--- src/rtl/delta_scheduler.sv ---
// delta_scheduler: serial output-layer backprop deltas, delta = err * a * (1 - a),
// using one shared Q-format multiplier that is time-multiplexed across states.

// Signed fixed-point multiply: full-width product, arithmetic shift by FRAC,
// keep the low WIDTH bits (truncation toward -inf, no saturation).
module mult_2in #(
    parameter int WIDTH = 32,
    parameter int FRAC  = 24
) (
    input  logic signed [WIDTH-1:0] a,
    input  logic signed [WIDTH-1:0] b,
    output logic signed [WIDTH-1:0] p
);
    logic signed [2*WIDTH-1:0] full;
    logic                      unused_bits;

    assign full        = a * b;
    assign p           = full[FRAC +: WIDTH];
    assign unused_bits = ^{full[2*WIDTH-1:FRAC+WIDTH], full[FRAC-1:0]};
endmodule

module delta_scheduler #(
    parameter int WIDTH = 32,
    parameter int FRAC  = 24,
    parameter int N     = 4,
    parameter int IDX_W = 2
) (
    input  logic             clk,
    input  logic             rst,
    input  logic             i_start,
    input  logic             i_valid,
    input  logic [WIDTH-1:0] i_act,
    input  logic [WIDTH-1:0] i_err,
    output logic             o_ready,
    output logic             o_valid,
    output logic [WIDTH-1:0] o_delta,
    output logic [IDX_W-1:0] o_idx,
    input  logic             i_ready,
    output logic             o_busy,
    output logic             o_done
);
    typedef enum logic [2:0] {
        IDLE,
        LOAD,
        MUL1,
        MUL2,
        OUT
    } state_t;

    localparam logic [WIDTH-1:0] ONE  = WIDTH'(1) << FRAC;
    localparam logic [IDX_W-1:0] LAST = IDX_W'(N - 1);

    state_t           state;
    state_t           nstate;
    logic [WIDTH-1:0] act_r;
    logic [WIDTH-1:0] err_r;
    logic [WIDTH-1:0] p1_r;
    logic [WIDTH-1:0] delta_r;
    logic [IDX_W-1:0] idx;
    logic [WIDTH-1:0] ma;
    logic [WIDTH-1:0] mb;
    logic [WIDTH-1:0] prod;
    logic             out_fire;
    logic             last_fire;

    assign out_fire  = (state == OUT) && i_ready;
    assign last_fire = out_fire && (idx == LAST);

    // Shared multiplier: (1 - a) * a in MUL1, p1 * err in MUL2.
    always_comb begin
        ma = ONE - act_r;
        mb = act_r;
        if (state == MUL2) begin
            ma = p1_r;
            mb = err_r;
        end
    end

    mult_2in #(
        .WIDTH(WIDTH),
        .FRAC (FRAC)
    ) u_mult (
        .a(ma),
        .b(mb),
        .p(prod)
    );

    // State register.
    always_ff @(posedge clk) begin
        if (rst) state <= IDLE;
        else     state <= nstate;
    end

    // Next-state logic.
    always_comb begin
        nstate = state;
        unique case (state)
            IDLE: if (i_start) nstate = LOAD;
            LOAD: if (i_valid) nstate = MUL1;
            MUL1: nstate = MUL2;
            MUL2: nstate = OUT;
            OUT: begin
                if (out_fire) nstate = (idx == LAST) ? IDLE : LOAD;
            end
            default: nstate = IDLE;
        endcase
    end

    // Datapath registers, index counter and the end-of-run pulse.
    always_ff @(posedge clk) begin
        if (rst) begin
            act_r   <= '0;
            err_r   <= '0;
            p1_r    <= '0;
            delta_r <= '0;
            idx     <= '0;
            o_done  <= 1'b0;
        end else begin
            o_done <= last_fire;
            unique case (state)
                IDLE: if (i_start) idx <= '0;
                LOAD: begin
                    if (i_valid) begin
                        act_r <= i_act;
                        err_r <= i_err;
                    end
                end
                MUL1: p1_r <= prod;
                MUL2: delta_r <= prod;
                OUT: if (out_fire && !last_fire) idx <= idx + 1'b1;
                default: ;
            endcase
        end
    end

    // Handshake and status outputs decoded from state.
    always_comb begin
        o_ready = (state == LOAD);
        o_valid = (state == OUT);
        o_busy  = (state != IDLE);
        o_delta = delta_r;
        o_idx   = idx;
    end
endmodule

--- config.mk ---
export PLATFORM = sky130hd
export DESIGN_NAME = delta_scheduler
export DESIGN_NICKNAME = d
export VERILOG_FILES = /design/src/rtl/delta_scheduler.sv
export SDC_FILE = /design/constraint.sdc
export NUM_CORES = 2
export LEC_CHECK = 0
export ABC_AREA = 1
export BUFFER_PORTS_ARGS = -buffer_cell sky130_fd_sc_hd__buf_2
export CAP_MARGIN = 20
export CELL_PAD_IN_SITES_DETAIL_PLACEMENT = 0
export CELL_PAD_IN_SITES_GLOBAL_PLACEMENT = 1
export CORE_MARGIN = 5
export CORE_UTILIZATION = 45
export DETAILED_ROUTE_END_ITERATION = 16
export PLACE_DENSITY = 0.86
export SLEW_MARGIN = 20
export SYNTH_ARGS = -nofsm -noshare
export SYNTH_HDL_FRONTEND = slang
export SYNTH_SLANG_ARGS = --single-unit
--- constraint.sdc ---
create_clock -name clk -period 8.7 [get_ports clk]
set_input_delay 1.305 -clock clk [delete_from_list [all_inputs] [get_ports clk]]
set_output_delay 1.305 -clock clk [all_outputs]
set_load 0.05 [all_outputs]
==> flow_metrics.env <==
export IMPL_cts_buffer_depth=2
export IMPL_min_period_ns=8.47
export IMPL_globalplace_congestion=0.999
export IMPL_tightest_slew_ns=0.910
export IMPL_die_height_um=308
export IMPL_clock_sinks=134
export IMPL_arrival_ns=8.79
export IMPL_dp_hpwl_um=119000
export IMPL_cts_buffers=17
export IMPL_setup_viol=0
export IMPL_synth_edf_count=0
export IMPL_layout_common_cells="inv_1 (1234), fa_1 (974), nor2_1 (844)"
export IMPL_async_reset_ff_share_pct=0
export IMPL_critPathBufInv=13
export IMPL_holdCritPathClass="reg2reg"
export IMPL_drc_errors=0
export IMPL_antenna_found_initial=7
export IMPL_fillers=8525
export IMPL_syn_cell_area_um2=39900
export IMPL_crit_path_top_delay_cell="fa_2"
export IMPL_ant_nets=0
export IMPL_initial_utilization_pct=45.2
export IMPL_synth_warning_count=0
export IMPL_overflow=0
export IMPL_period_share_pct=97.4
export IMPL_track_usage_pct=30.0
export IMPL_yosys_area_top_type="fa_1"
export IMPL_outcome="finished, final reports clean"
export IMPL_path_delay_family="adder cells"
export IMPL_rsz0062_at_grt="true"
export IMPL_cts_max_level=4
export IMPL_skew_ns=0.0143
export IMPL_drt_iter0_drc=2694
export IMPL_synth_flop_cell="dfxtp_1"
export IMPL_via_per_inst=5.33
export IMPL_synth_nets=6216
export IMPL_routed_wl_um=141000
export IMPL_post_drt_wl_per_cell_um=22.0
export IMPL_syn_area_per_cell_um2=8.00
export IMPL_vias=34100
export IMPL_synth_seq_area_share_pct=6.72
export IMPL_ioPinCount=107
export IMPL_grt_pass1_wl_um=215000
export IMPL_drtPass1Iterations=6
export IMPL_ys_top_cells_by_area="fa_1 (49%), inv_1 (12%), nor2_1 (8.2%), dfxtp_1 (6.7%), nand2_1 (6.6%)"
export IMPL_finalHoldViolCount=0
export IMPL_cts_tree="built"
export IMPL_slowest_delay_ns=0.63
export IMPL_die_x_um=308
export IMPL_reg2reg_slack_ns=0.23
export IMPL_synth_cells=4992
export IMPL_ys_ff_latch=134
export IMPL_numPortBuffers=106
export IMPL_critPathCaptureType="flop"
export IMPL_die_area_um2=94800
export IMPL_root_buffer="clkbuf_16"
export IMPL_rows=109
export IMPL_critPathMaxFanout=6
export IMPL_r2r_start="act_r[4]"
export IMPL_fin_util_pct=51.1
export IMPL_core_um2=88200
export IMPL_cpMostUsedCell="inv_2"
export IMPL_nets=6436
export IMPL_drive_gt1_share_pct=12.9
export IMPL_maxCapViolations=0
export IMPL_slew_headroom_pct=39.3
export IMPL_min_from="o_idx[1]"
export IMPL_syn_to_final_growth_pct=13.0
export IMPL_clkLatencyLatePin_ns=0.44
export IMPL_crit_start="act_r[4]"
export IMPL_clk_pin_slew_ns=0.07
export IMPL_clock_fmax_mhz=118
export IMPL_layout_commonest_cell="inv_1"
export IMPL_synth_top_area_share_pct=49.2
export IMPL_crit_required_ns=9.02
export IMPL_synth_cell_types=54
export IMPL_start_kind="flop"
export IMPL_grt_pass1_vias=35600
export IMPL_grt_max_degree=100
export IMPL_cts_hold_buf=0
export IMPL_slew_violations=0
export IMPL_critical_path_class="reg2reg"
## worst paths after layout
check,end,cells after the start
setup / recovery,p1_r[25],40
setup reg to reg,p1_r[25],40
hold reg to reg,o_idx[1],2
hold / removal,o_idx[1],2
## per-stage QoR
stage	area (um^2)	setup slack (ns)	instances	setup TNS, ns	hold slack [ns]
final	45100	0.229	6391	0	0.493
after global routing	45100	-0.117	6390	-0.369	0.530
after CTS	44100	0.00675	6350	0	0.489
after detailed placement	43400	-0.282	6315	-1.73	0.476
after global placement	43400	-0.276	6315	-0.969	0.460
after floorplan	39900	0.536	4992	0	0.425
## cell type report
type / instances / area, um^2 / area share (%)
Clock inverter: 15 / 181 / 0.402
Timing Repair Buffer: 401 / 3240 / 7.19
Clock buffer: 17 / 425 / 0.943
Antenna cell: 1 / 2.50 / 0.00555
Sequential cell: 134 / 2690 / 5.96
Inverter: 1288 / 4880 / 10.8
Tap cell: 1165 / 1460 / 3.23
Multi-Input combinational cell: 3370 / 32200 / 71.4
## metal layers
metal	GRT usage (%)	vias up	routed length, um
met4	12.5	8	7830
met2	49.7	1527	66500
met1	39.4	17300	54900
met5	0	-	65
li1	-	14900	-
met3	4.95	348	11500
## cells by family (layout without fill, tap and decap cells)
| kind of cell | after synthesis | after routing | share of synthesized area (%) |
|---|---|---|---|
| fa+ha+maj | 1155 | 1155 | 54.7 |
| flops | 134 | 134 | 6.72 |
| compound gates | 389 | 389 | 5.73 |
| other cells | 0 | 1 | 0 |
| simple gates | 1805 | 1806 | 18.2 |
| buf+inv | 1489 | 1721 | 14.3 |
| xor+xnor | 20 | 20 | 0.439 |
## what timing repair did
item | in CTS | in global routing
setup endpoints to repair | 23 | 61
gates cloned | 0 | 1
setup buffers | 3 | 39
pin swaps | 0 | 52
resized for setup | 20 | 188
## cell usage after synthesis, types with 13 or more instances
master and n:
a21o_1 20, a21oi_1 137, buf_2 64, clkbuf_1 123
dfxtp_1 134, fa_1 982, ha_1 173, inv_1 1258
inv_2 17, nand2_1 706, nand3_1 137, nand4_1 17
nor2_1 871, o211ai_1 38, o21ai_0 122, or2_2 13
## flip-flops by register name, summed over array words and instances (netlist names)
name and count:
state 3, p1_r 32, err_r 32, act_r 32
o_done 1, o_delta 32, o_idx 2
## worst min-delay path: cells and delay by family, from the launching register on
family | cells | cell delay [ns]
compound gates | 1 | 0.05
flops | 1 | 0.33
simple gates | 1 | 0.07
Power is left out: the tool's default activity adds up to more than one toggle a clock period on the data nets, which glitch-free logic cannot reach.
